**config.mk**
```make
export PLATFORM = sky130hd
export DESIGN_NAME = knn_vote
export DESIGN_NICKNAME = d
export VERILOG_FILES = /design/src/rtl/knn_pkg.sv /design/src/rtl/knn_vote_argmax.sv /design/src/rtl/knn_vote.sv
export SDC_FILE = /design/constraint.sdc
export NUM_CORES = 1
export LEC_CHECK = 0
export BUFFER_PORTS_ARGS = -buffer_cell sky130_fd_sc_hd__buf_2
export CAP_MARGIN = 20
export CORE_AREA = 2 2 246 248
export DETAILED_ROUTE_END_ITERATION = 16
export DIE_AREA = 0 0 248 250
export PLACE_DENSITY = 0.44
export SYNTH_ARGS = -nofsm -noshare
export SYNTH_HDL_FRONTEND = slang
export SYNTH_SLANG_ARGS = --single-unit
```
**constraint.sdc**
```tcl
create_clock -name clk -period 13.9 [get_ports clk]
set_input_delay 0.695 -clock clk [delete_from_list [all_inputs] [get_ports clk]]
set_output_delay 0.695 -clock clk [all_outputs]
set_load 0.02 [all_outputs]
```
**src/rtl/knn_pkg.sv**
```systemverilog
// knn_pkg: definitions shared by the KNN pipeline stages.
//   num_classes(type_w) : number of class types for a given type width
//   vote_w(k)           : width of a vote counter able to hold 0..k
//   rank_w(k)           : width of a rank index 0..k-1 (at least 1 bit)
//   state_t             : knn_vote FSM state encoding
//   PAD_FILL            : all-ones sorter padding pattern, sliced to the distance width
package knn_pkg;

    function automatic int num_classes(input int type_w);
        return 1 << type_w;
    endfunction

    function automatic int vote_w(input int k);
        return $clog2(k + 1);
    endfunction

    function automatic int rank_w(input int k);
        return (k > 1) ? $clog2(k) : 1;
    endfunction

    typedef enum logic [1:0] {
        ST_IDLE   = 2'd0,
        ST_COUNT  = 2'd1,
        ST_DECIDE = 2'd2
    } state_t;

    localparam logic [63:0] PAD_FILL = '1;

endpackage

```
**src/rtl/knn_vote_argmax.sv**
```systemverilog
// knn_vote_argmax: combinational winner selection over the per-class vote counters.
//   votes[c]      in  : votes collected by class c
//   first_rank[c] in  : rank of the first entry of class c (only meaningful when votes[c] != 0)
//   win_class     out : class with most votes; ties go to the smaller first_rank,
//                       then to the lower class index
//   win_votes     out : vote count of win_class (0 only when no class received a vote)
module knn_vote_argmax
    import knn_pkg::*;
#(
    parameter int TYPE_W = 3,
    parameter int K      = 5
) (
    input  logic [vote_w(K)-1:0] votes      [num_classes(TYPE_W)],
    input  logic [rank_w(K)-1:0] first_rank [num_classes(TYPE_W)],
    output logic [TYPE_W-1:0]    win_class,
    output logic [vote_w(K)-1:0] win_votes
);

    localparam int NC = num_classes(TYPE_W);
    localparam int RW = rank_w(K);

    logic [RW-1:0] best_rank;

    // Scanning classes in ascending order and replacing only on a strict
    // improvement leaves the lower class index in place on a full tie.
    // Zero-vote classes never replace, so class 0 / 0 votes is the result
    // only when nothing voted.
    always_comb begin
        win_class = '0;
        win_votes = '0;
        best_rank = '1;
        for (int c = 0; c < NC; c++) begin
            if ((votes[c] > win_votes) ||
                (votes[c] == win_votes && votes[c] != '0 && first_rank[c] < best_rank)) begin
                win_class = TYPE_W'(c);
                win_votes = votes[c];
                best_rank = first_rank[c];
            end
        end
    end

endmodule

```
**src/rtl/knn_vote.sv**
```systemverilog
// knn_vote: majority-vote classifier at the tail of the KNN pipeline.
// Takes a sorted distance/type vector, votes over the K nearest entries and
// reports the winning class, its vote count and the nearest distance.
// Ports:
//   clk, rst      : clock, synchronous active-high reset
//   in_valid      : one-cycle pulse, vector present on in/in_type
//   ascending     : sort order of the vector, sampled on accept
//   in, in_type   : N distances / N class types, entry i at slice i
//   in_ready      : high while idle; vector accepted on in_valid & in_ready
//   result_valid  : one-cycle pulse, result fields valid (they hold until the next pulse)
//   result_class  : winning class
//   result_votes  : votes for the winning class
//   nearest_dist  : distance of the nearest counted entry
//   overrun       : sticky, a vector arrived while busy (cleared only by rst)
// Build option: KNN_VOTE_PAD_SKIP_EN makes all-ones distances (sorter padding)
// cast no vote; when every entry is padding the result is class 0, 0 votes,
// nearest_dist all-ones.
module knn_vote
    import knn_pkg::*;
#(
    parameter int L      = 5,
    parameter int W      = 16,
    parameter int TYPE_W = 3,
    parameter int K      = 5
) (
    input  logic                     clk,
    input  logic                     rst,
    input  logic                     in_valid,
    input  logic                     ascending,
    input  logic [W*(1<<L)-1:0]      in,
    input  logic [TYPE_W*(1<<L)-1:0] in_type,
    output logic                     in_ready,
    output logic                     result_valid,
    output logic [TYPE_W-1:0]        result_class,
    output logic [vote_w(K)-1:0]     result_votes,
    output logic [W-1:0]             nearest_dist,
    output logic                     overrun
);

    localparam int N  = 1 << L;
    localparam int NC = num_classes(TYPE_W);
    localparam int VW = vote_w(K);
    localparam int RW = rank_w(K);
    localparam logic [W-1:0] PAD = PAD_FILL[W-1:0];

    state_t            state;
    logic [W-1:0]      dist_q     [K];
    logic [TYPE_W-1:0] type_q     [K];
    logic [VW-1:0]     votes      [NC];
    logic [RW-1:0]     first_rank [NC];
    logic [NC-1:0]     seen;
    logic [RW-1:0]     rank_idx;
    logic [W-1:0]      near_q;
    logic [TYPE_W-1:0] win_class;
    logic [VW-1:0]     win_votes;
    logic [W-1:0]      cur_dist;
    logic [TYPE_W-1:0] cur_type;
    logic              accept;
`ifdef KNN_VOTE_PAD_SKIP_EN
    logic              found;
    logic              cur_pad;
`endif

    // Entries outside the K-wide window are legitimately ignored.
    logic unused_inputs;
    assign unused_inputs = ^{in, in_type};

    assign accept   = in_valid && in_ready;
    assign cur_dist = dist_q[rank_idx];
    assign cur_type = type_q[rank_idx];
`ifdef KNN_VOTE_PAD_SKIP_EN
    assign cur_pad  = (cur_dist == PAD);
`endif

    // Capture the K nearest entries in rank order; a descending vector has
    // its nearest entry at the top index, so the window is read backwards.
    always_ff @(posedge clk) begin
        if (accept) begin
            for (int i = 0; i < K; i++) begin
                if (ascending) begin
                    dist_q[i] <= in[W*i +: W];
                    type_q[i] <= in_type[TYPE_W*i +: TYPE_W];
                end else begin
                    dist_q[i] <= in[W*(N-1-i) +: W];
                    type_q[i] <= in_type[TYPE_W*(N-1-i) +: TYPE_W];
                end
            end
        end
    end

    knn_vote_argmax #(
        .TYPE_W (TYPE_W),
        .K      (K)
    ) u_argmax (
        .votes      (votes),
        .first_rank (first_rank),
        .win_class  (win_class),
        .win_votes  (win_votes)
    );

    // Control FSM: IDLE accepts, COUNT walks one rank per cycle, DECIDE
    // registers the argmax result. in_ready is registered and mirrors IDLE.
    always_ff @(posedge clk) begin
        if (rst) begin
            state        <= ST_IDLE;
            in_ready     <= 1'b1;
            result_valid <= 1'b0;
            result_class <= '0;
            result_votes <= '0;
            nearest_dist <= '0;
            overrun      <= 1'b0;
            rank_idx     <= '0;
            near_q       <= '0;
            seen         <= '0;
            for (int c = 0; c < NC; c++) begin
                votes[c]      <= '0;
                first_rank[c] <= '0;
            end
`ifdef KNN_VOTE_PAD_SKIP_EN
            found        <= 1'b0;
`endif
        end else begin
            result_valid <= 1'b0;
            if (in_valid && !in_ready) begin
                overrun <= 1'b1;
            end
            case (state)
                ST_IDLE: begin
                    if (in_valid) begin
                        state    <= ST_COUNT;
                        in_ready <= 1'b0;
                        rank_idx <= '0;
                        near_q   <= PAD;
                        seen     <= '0;
                        for (int c = 0; c < NC; c++) begin
                            votes[c]      <= '0;
                            first_rank[c] <= '0;
                        end
`ifdef KNN_VOTE_PAD_SKIP_EN
                        found    <= 1'b0;
`endif
                    end
                end
                ST_COUNT: begin
`ifdef KNN_VOTE_PAD_SKIP_EN
                    // Padding entries are invisible: no vote, no rank, no distance.
                    if (!cur_pad) begin
                        votes[cur_type] <= votes[cur_type] + VW'(1);
                        if (!seen[cur_type]) begin
                            first_rank[cur_type] <= rank_idx;
                            seen[cur_type]       <= 1'b1;
                        end
                        if (!found) begin
                            near_q <= cur_dist;
                            found  <= 1'b1;
                        end
                    end
`else
                    votes[cur_type] <= votes[cur_type] + VW'(1);
                    if (!seen[cur_type]) begin
                        first_rank[cur_type] <= rank_idx;
                        seen[cur_type]       <= 1'b1;
                    end
                    if (rank_idx == '0) begin
                        near_q <= cur_dist;
                    end
`endif
                    if (rank_idx == RW'(K-1)) begin
                        state <= ST_DECIDE;
                    end else begin
                        rank_idx <= rank_idx + RW'(1);
                    end
                end
                ST_DECIDE: begin
                    result_valid <= 1'b1;
                    result_class <= win_class;
                    result_votes <= win_votes;
                    nearest_dist <= near_q;
                    state        <= ST_IDLE;
                    in_ready     <= 1'b1;
                end
                default: begin
                    state    <= ST_IDLE;
                    in_ready <= 1'b1;
                end
            endcase
        end
    end

endmodule

```
==> results by group, run 1 <==
Outcome
  • Status: finished clean

Synth
  • Top-count cell post-synth: nor2_1
  • Cell variety after synth: a little over 70
  • Ranking of synthesized cells by area: edfxtp_1 27%, dfxtp_1 20%, mux2_2 12%, mux4_2 4.4%, nor2_1 4.2%
  • Synth Cell Area: approximately 11000 um2
  • Seq cells post-synth: 200
  • Yosys Warn Count: 0
  • Synth cell count leaders: 120 x nor2_1, 117 x mux2_2, 105 x dfxtp_1
  • Number of synthesized flops with an enable pin: 95
  • Register area share after synthesis: 0.466
  • Syn avg cell area: just over 10 um2
  • Main flop type after synthesis: dfxtp_1
  • Fraction of registers with async set/reset: 0
  • Synth area leader: edfxtp_1
  • Syn Nets: roughly 1700
  • Synth Instances: approximately 1000
  • Synth top area share: 0.268

Timing
  • Fin. Hold Viols: 0
  • Max Clock Freq: approximately 80 MHz
  • Fin crit share: 0.900
  • Max-slew violation count: 0
  • RSZ-0062 raised after global routing: false
  • Setup violations, final: 0
  • Clock Skew: about 0.0077 ns
  • Rel. slew slack: 0.307
  • Setup TNS: 0 ns
  • Slew @ Worst Pin: between 1 and 1.5 ns
  • Fin crit period: between 10 and 15 ns

Critical path
  • Critical Path AT: around 13 ns
  • Worst path slowest cell: nor2_1
  • Critical path launch point type: flop
  • CP Buf/Inv Count: 2
  • CP Data Required Time: 14.28 ns
  • Worst path max stage delay: just under 0.6 ns
  • CP dominant cell by count: a21oi_1
  • Crit end category: flop
  • Crit path max fanout: 12
  • Crit path kind: flop to flop
  • Critical path's top delay family: compound AO/OA/AOI/OAI gates

Drt
  • WL per Instance: approximately 15 um
  • Remaining DRCs: 0
  • Routed wire length: 30.9 mm
  • DRT antenna net count: 0
  • 1st-pass router iterations: 5
  • Vias: 8493
  • Iter 0 DRT Violations: between 500 and 600
  • Vias/cell: about 4.2

Place
  • Port bufs: 218
  • Inst Count DP: 1982
  • Gp weighted congestion: 0.825
  • Cell Area, Placed: 12600 um2
  • Hpwl dp: approximately 23 mm

Die
  • # rows: 90
  • Die Area: around 62000 um2
  • Die width: between 200 and 250 um
  • Die span in y: around 250 um
  • Core footprint: 59600 um2
  • I/O Pins: approximately 640
  • Initial Util: 0.179

Clocking
  • TritonCTS clock tree: done
  • # H-tree levels: 4
  • Clock-pin slew of the registers on the worst-case setup and hold paths: 0.07 ns
  • Cts bufs inserted: 17
  • Insertion delay to the later sink of the worst-skew pair: 0.45 ns
  • Hold-fix buffers at CTS: 0
  • Clock Sinks: 200
  • Resize count post-CTS: 0
  • CTS Buffer Depth: 2
  • Clock tree root buffer cell: clkbuf_16
  • Post CTS Setup Buffer Count: 0

Job
  • # Max-Cap Violations: 0

Power
  • Clock network power share: 0.280
  • Psw: about 0.56 mW
  • Sequential share of power: 0.387
  • P_leak: between 4 and 5 nW
  • Switch share: 0.327
  • PwrDens: about 130 nW/um2
  • Combinational share of power: 0.333
  • Int Power: ~1.2 mW
  • Max VDD drop: approximately 0.000094 V
  • Tot Pwr: 1.72 mW

GRT
  • Maximum number of pins on one net before global-route repair: 96
  • GRT Overall Usage: 0.0997
  • First-pass GRT wire length: between 40 and 50 mm
  • Remaining Overflow, GRT: 0
  • Initial antenna violation count: 1
  • Vias in the first global route: approximately 8700

Final layout
  • Reg area: slightly below 5000 um2
  • Diodes inserted: 0
  • Area grow syn2layout: 23.7%
  • Layout cell share with drive strength beyond 1: 0.342
  • Post-Layout Cell Count: about 2000
  • Footprint of the multi-input gates: around 5400 um2
  • Post-Layout Inst Area: 13200 um2
  • Final nets: about 1900
  • Filler cell count: between 6000 and 7000
  • Final Core Density: 0.221

Worst hold path
  • Worst Hold Class: flop to flop
-- cells by family after synthesis --
family,count (synthesis),synth area share
multiplexers,154,0.184
adder cells (fa/ha/maj),30,0.0340
buffers and inverters,89,0.0325
AO/OA/AOI/OAI,245,0.155
XOR/XNOR,4,0.00329
AND/OR/NAND/NOR,305,0.125
flip-flops,200,0.466
-- power groups by stage --
stage / Combinational [mW] / Clock [mW] / Sequential, mW
floorplan: 0.428 / 0 / 0.675
global placement: 0.568 / 0 / 0.679
detailed placement: 0.570 / 0 / 0.680
CTS: 0.577 / 0.498 / 0.666
global route: 0.642 / 0.514 / 0.669
finish: 0.573 / 0.481 / 0.666
-- registers in the layout, indices dropped and copies added, names as in the netlist, 2 cells and up, named ones only --
| signal | flops |
|---|---|
| seen | 8 |
| result_class | 3 |
| nearest_dist | 16 |
| near_q | 16 |
| first_rank | 24 |
| votes | 24 |
| type_q | 15 |
| result_votes | 3 |
| dist_q | 80 |
| state | 2 |
| rank_idx | 3 |
-- stage by stage --
stage          hold slack [ns]  setup WS [ns]
3_3_place_gp             0.439           1.53
3_5_place_dp             0.446           1.45
2_1_floorplan            0.432           3.20
6_report                 0.453           1.39
5_1_grt                  0.466          0.234
4_1_cts                  0.453           1.39
-- per-layer routing --
metal,GRT usage,share of wire,vias to the layer above
met5,0,0.00042,-
met4,0.0315,0.016,2
met3,0.0230,0.056,31
met2,0.171,0.49,241
met1,0.122,0.44,4006
li1,-,-,4213
-- cell type report --
class | instances | share of cell area
multi-input combinational | 738 | 0.407
sequential | 200 | 0.376
timing repair buffer | 228 | 0.0901
tap | 782 | 0.0743
clock buffer | 19 | 0.0329
inverter | 35 | 0.00998
clock inverter | 12 | 0.00960
-- path summary, 6_finish.rpt --
| check | from | endpoint | slack [ns] | depth (start not counted) |
|---|---|---|---|---|
| max | votes[22]$_SDFFE_PP0P_ | result_class[0]$_SDFFE_PP0P_ | 1.39 | 53 |
| min | near_q[1]$_SDFFE_PP0P_ | nearest_dist[1]$_SDFFE_PP0P_ | 0.45 | 2 |
| max reg2reg | votes[22]$_SDFFE_PP0P_ | result_class[0]$_SDFFE_PP0P_ | 1.39 | 53 |
| min reg2reg | near_q[1]$_SDFFE_PP0P_ | nearest_dist[1]$_SDFFE_PP0P_ | 0.45 | 2 |
-- placed cells by master (no fill, tap or decap), types with 14 or more instances in the layout --
| master | instances |
|---|---|
| dfxtp_1 | 105 |
| a31oi_1 | 20 |
| nand2_1 | 95 |
| clkbuf_16 | 17 |
| inv_1 | 35 |
| mux2_2 | 117 |
| o22ai_1 | 23 |
| nand3_1 | 29 |
| a21oi_1 | 76 |
| buf_2 | 218 |
| mux4_2 | 21 |
| edfxtp_1 | 95 |
| o21ai_0 | 31 |
| a22oi_1 | 25 |
| nor3_1 | 14 |
| ha_1 | 24 |
| nor2_1 | 120 |
-- worst min-delay path, cell delays in order (launching register included) --
cell and delay [ns]:
dfxtp_1 0.31, nand2_1 0.05, a21oi_1 0.05
Note: power is estimated with default switching activity, not from simulation.
==> run 2, diff against run 1 <==
- CELL_PAD_IN_SITES_DETAIL_PLACEMENT: unset -> 0
- CELL_PAD_IN_SITES_GLOBAL_PLACEMENT: unset -> 1
- CORE_AREA: 2 2 246 248 -> 2 2 249 251
- DIE_AREA: 0 0 248 250 -> 0 0 251 253
- PLACE_DENSITY: 0.44 -> 0.54
==> results by group, run 2 (synthesis results as in run 1) <==
Clocking
  • TritonCTS clock tree: done
  • Cts bufs inserted: 17
  • Clock tree root buffer cell: clkbuf_16
  • # H-tree levels: 4
  • Clock Sinks: 200
  • Clock-pin slew of the registers on the worst-case setup and hold paths: about 0.07 ns
  • Insertion delay to the later sink of the worst-skew pair: 0.44 ns
  • Resize count post-CTS: 0
  • CTS Buffer Depth: 2
  • Post CTS Setup Buffer Count: 0
  • Hold-fix buffers at CTS: 0

GRT
  • GRT Overall Usage: 0.0990
  • Remaining Overflow, GRT: 0
  • Initial antenna violation count: 0
  • Vias in the first global route: around 9000
  • First-pass GRT wire length: ~50 mm
  • Maximum number of pins on one net before global-route repair: 96

Power
  • Tot Pwr: 1.74 mW
  • PwrDens: 132 nW/um2
  • Max VDD drop: approximately 0.000077 V
  • P_leak: 4.92 nW

Outcome
  • Status: finished clean

Timing
  • Max-slew violation count: 0
  • Setup TNS: 0 ns
  • Fin crit period: 12.82 ns
  • Fin. Hold Viols: 0
  • Max Clock Freq: 78.0 MHz
  • Fin crit share: 0.922
  • RSZ-0062 raised after global routing: false
  • Setup violations, final: 0
  • Clock Skew: roughly 0.0061 ns
  • Slew @ Worst Pin: roughly 0.96 ns
  • Rel. slew slack: 0.357

Place
  • Cell Area, Placed: between 10000 and 15000 um2
  • Hpwl dp: between 20 and 25 mm
  • Gp weighted congestion: slightly below 0.8
  • Port bufs: about 220

Final layout
  • Area grow syn2layout: 24.2%
  • Most frequent cells in the layout: 218 x buf_2, 120 x nor2_1, 117 x mux2_2
  • Diodes inserted: 0
  • Footprint of the multi-input gates: about 5400 um2
  • Filler cell count: ~6700
  • Reg area: 4950 um2
  • Largest registers: dist_q x80, first_rank x24, votes x24
  • Post-Layout Inst Area: 13200 um2
  • Biggest register: dist_q
  • Commonest non-fill, non-tap cell in the layout: buf_2
  • Final Core Density: 0.217
  • Final nets: ~1900
  • Layout cell share with drive strength beyond 1: 0.344
  • Max FFs per register: 80

Die
  • Core footprint: approximately 60000 um2
  • Die span in y: 253 um
  • Initial Util: 0.174
  • Die width: roughly 250 um
  • I/O Pins: roughly 640
  • # rows: 91
  • Die Area: between 60000 and 70000 um2

Drt
  • WL per Instance: around 16 um
  • Vias: roughly 8500
  • Routed wire length: 31.5 mm
  • Iter 0 DRT Violations: 525
  • 1st-pass router iterations: 7
  • Vias/cell: approximately 4.2
  • Remaining DRCs: 0
  • DRT antenna net count: 0

Worst hold path
  • Worst Hold Class: flop to flop

Critical path
  • Critical path launch point type: flop
  • Worst path slowest cell: nor2_1
  • Crit path max fanout: 12
  • Crit end category: flop
  • Crit path kind: flop to flop
  • Critical Path AT: 13.20 ns
  • Worst path max stage delay: 0.60 ns
  • CP Buf/Inv Count: 2
  • Critical path's top delay family: compound AO/OA/AOI/OAI gates
  • CP Data Required Time: about 14 ns

Job
  • # Max-Cap Violations: 0
-- run 2: stage by stage --
stage | setup slack [ns] | std cells | hold WS (ns)
after floorplan | 3.20 | 1027 | 0.432
after global placement | 1.29 | 1991 | 0.440
after detailed placement | 1.19 | 1991 | 0.447
after CTS | 1.13 | 2023 | 0.454
after global routing | 0.171 | 2025 | 0.467
final | 1.08 | 2025 | 0.451
-- run 2: layer usage --
metal / vias to the layer above / global-route usage / routed length, um
li1: 4211 / - / -
met1: 4012 / 0.120 / 13900
met2: 233 / 0.175 / 15500
met3: 32 / 0.0218 / 1520
met4: 0 / 0.0296 / 515
met5: - / 0 / 0
-- run 2: worst paths after layout --
check	start	end	slack, ns	cells past startpoint
worst max register to register	votes[23]$_SDFFE_PP0P_	result_class[0]$_SDFFE_PP0P_	1.08	51
worst min register to register	near_q[12]$_SDFFE_PP0P_	nearest_dist[12]$_SDFFE_PP0P_	0.45	2
worst max-delay path	votes[23]$_SDFFE_PP0P_	result_class[0]$_SDFFE_PP0P_	1.08	51
worst min-delay path	near_q[12]$_SDFFE_PP0P_	nearest_dist[12]$_SDFFE_PP0P_	0.45	2
-- run 2: power by group --
| group | total [mW] | internal (mW) | switching (mW) |
|---|---|---|---|
| combinational | 0.585 | 0.242 | 0.344 |
| clock | 0.489 | 0.265 | 0.223 |
| sequential | 0.666 | 0.652 | 0.0131 |
-- run 2: tightest hold or removal path, cell delays in order (launching register included) --
cell	delay [ns]
dfxtp_1	0.31
nand2_1	0.05
a21oi_1	0.05
-- run 2: layout make-up --
| type | count | area share |
|---|---|---|
| multi-input cells | 738 | 0.405 |
| flip-flops and latches | 200 | 0.375 |
| repair buffers | 230 | 0.0915 |
| well taps | 790 | 0.0748 |
| clock buffers | 17 | 0.0322 |
| clock inverters | 15 | 0.0115 |
| inverters | 35 | 0.00994 |
==> run 3, diff against run 2 <==
- CORE_AREA: 2 2 249 251 -> 2 2 246 248
- DIE_AREA: 0 0 251 253 -> 0 0 248 250
- PLACE_DENSITY: 0.54 -> unset
- PLACE_DENSITY_LB_ADDON: unset -> 0.1
- clock period: 13.9 -> 11.25 ns (I/O delays scaled with it)
==> results by group, run 3 (synthesis results as in run 1) <==
Outcome
  • Status: finished clean

Clocking
  • Clock-pin slew of the registers on the worst-case setup and hold paths: ~0.070 ns
  • Hold-fix buffers at CTS: 0
  • TritonCTS clock tree: done
  • CTS Buffer Depth: 2
  • # H-tree levels: 4
  • Clock tree root buffer cell: clkbuf_16
  • Insertion delay to the later sink of the worst-skew pair: between 0.4 and 0.5 ns
  • Clock Sinks: 200
  • Cts bufs inserted: 17

Worst hold path
  • Hold EP: overrun$_SDFFE_PP0P_
  • Worst Hold Depth: 3
  • Worst Hold Launch: in_valid
  • Worst Hold Class: primary input to flop

Power
  • P_leak: approximately 5.2 nW
  • PwrDens: between 150 and 200 nW/um2
  • Max VDD drop: 0.000110 V

Drt
  • Iter 0 DRT Violations: approximately 450
  • Remaining DRCs: 0
  • 1st-pass router iterations: 5
  • WL per Instance: between 15 and 20 um
  • Vias/cell: roughly 4.2
  • DRT antenna net count: 0
  • Vias: approximately 8700
  • Routed wire length: 38.6 mm

Critical path
  • CP dominant cell by count: ha_1
  • Crit path kind: flop to flop
  • Reg2reg setup slack: 0.74 ns
  • Reg2reg start: votes[22]$_SDFFE_PP0P_
  • FF-to-FF End: result_class[2]$_SDFFE_PP0P_
  • Worst path max stage delay: 0.39 ns
  • Crit path max fanout: 5
  • Worst path slowest cell: dfxtp_4
  • CP Data Required Time: around 12 ns
  • FF-to-FF path depth: 51
  • Crit end category: flop
  • Critical path launch point type: flop
  • CP Buf/Inv Count: 1
  • Critical Path AT: about 11 ns
  • Critical path's top delay family: compound AO/OA/AOI/OAI gates

Die
  • Die width: around 250 um
  • Initial Util: 0.179
  • Die span in y: around 250 um
  • Die Area: between 60000 and 70000 um2
  • I/O Pins: ~640
  • # rows: 90
  • Core footprint: about 60000 um2

Timing
  • Fin crit share: 0.934
  • Setup violations, final: 0
  • Slew @ Worst Pin: 1.06 ns
  • Fin crit period: approximately 11 ns
  • Rel. slew slack: 0.286
  • Max-slew violation count: 0
  • Max Clock Freq: 95.2 MHz
  • Clock Skew: ~0.0095 ns
  • Fin. Hold Viols: 0

GRT
  • Met2 Use GR: 0.200
  • Initial antenna violation count: 5
  • Remaining Overflow, GRT: 0
  • Maximum number of pins on one net before global-route repair: 82
  • M3 GR Usage: 0.0267
  • Vias in the first global route: 9006
  • Global route hottest layer: met2
  • GRT Overall Usage: 0.125
  • Met1 global-route usage: 0.174
  • First-pass GRT wire length: 57.4 mm

Place
  • Gp weighted congestion: ~0.73
  • Hpwl dp: 29.5 mm
  • Inst Count DP: between 2000 and 2500
  • Port bufs: approximately 220

Job
  • # Max-Cap Violations: 0

Final layout
  • Final Core Density: 0.231
  • Final nets: around 1900
  • Layout cell share with drive strength beyond 1: 0.389
  • Biggest register: dist_q
  • Post-Layout Cell Count: between 2000 and 2500
  • Most frequent cells in the layout: 218 x buf_2, 119 x nor2_1, 114 x mux2_2
  • Commonest non-fill, non-tap cell in the layout: buf_2
  • Max FFs per register: 80
  • Area grow syn2layout: 29.2%
  • Largest registers: dist_q x80, first_rank x24, votes x24
[run 3: through the flow]
stage / setup WS [ns] / instance area, um2 / total power, mW / TNS [ns] / hold slack, ns
floorplan: 0.554 / 10600 / 1.36 / 0 / 0.432
global placement: -0.180 / 13000 / 1.75 / -0.877 / 0.446
detailed placement: -0.0723 / 13000 / 1.74 / -0.332 / 0.448
CTS: 0.00999 / 13600 / 2.37 / 0 / 0.375
global route: -0.0206 / 13700 / 2.54 / -0.0206 / 0.385
finish: 0.741 / 13700 / 2.37 / 0 / 0.406
[run 3: final cells by class]
class / count / area [um2]
diodes: 1 / 2.50
clock inverters: 10 / 92.6
fillers: 6509 / 45800
clock buffers: 22 / 464
well taps: 782 / 978
repair buffers: 289 / 1630
inverters: 35 / 131
multi-input cells: 738 / 5490
flip-flops and latches: 200 / 4960
[run 3: worst max path at each step]
stage                                         endpoint  cells after the start                   start
final                     result_class[2]$_SDFFE_PP0P_                     51  votes[22]$_SDFFE_PP0P_
after global routing      result_class[2]$_SDFFE_PP0P_                     55  votes[22]$_SDFFE_PP0P_
after global placement    result_votes[0]$_SDFFE_PP0P_                     53  votes[22]$_SDFFE_PP0P_
after floorplan           result_class[2]$_SDFFE_PP0P_                     51  votes[23]$_SDFFE_PP0P_
after detailed placement  result_votes[2]$_SDFFE_PP0P_                     53  votes[22]$_SDFFE_PP0P_
after CTS                 result_class[0]$_SDFFE_PP0P_                     53  votes[23]$_SDFFE_PP0P_
[run 3: where the power goes]
group	total (mW)	switching, mW	internal, mW
Clock	0.605	0.287	0.318
Sequential	0.822	0.0167	0.806
Combinational	0.945	0.480	0.466
[run 3: what timing repair did]
item / CTS / global route
endpoints found under the setup margin: 6 / 6
resized for setup: 3 / 27
buffers inserted: 1 / 6
pin swaps: 0 / 9
[run 3: worst min-delay path: cells and delay by family]
kind                   cells  cell delay [ns]
AND/OR/NAND/NOR            1             0.07
buffers and inverters      1             0.13
AO/OA/AOI/OAI              1             0.07
[run 3: routing by layer]
layer	up-vias	wire length, um
li1	4330	-
met4	6	187
met1	4147	18800
met3	17	1350
met2	168	18200
met5	-	28
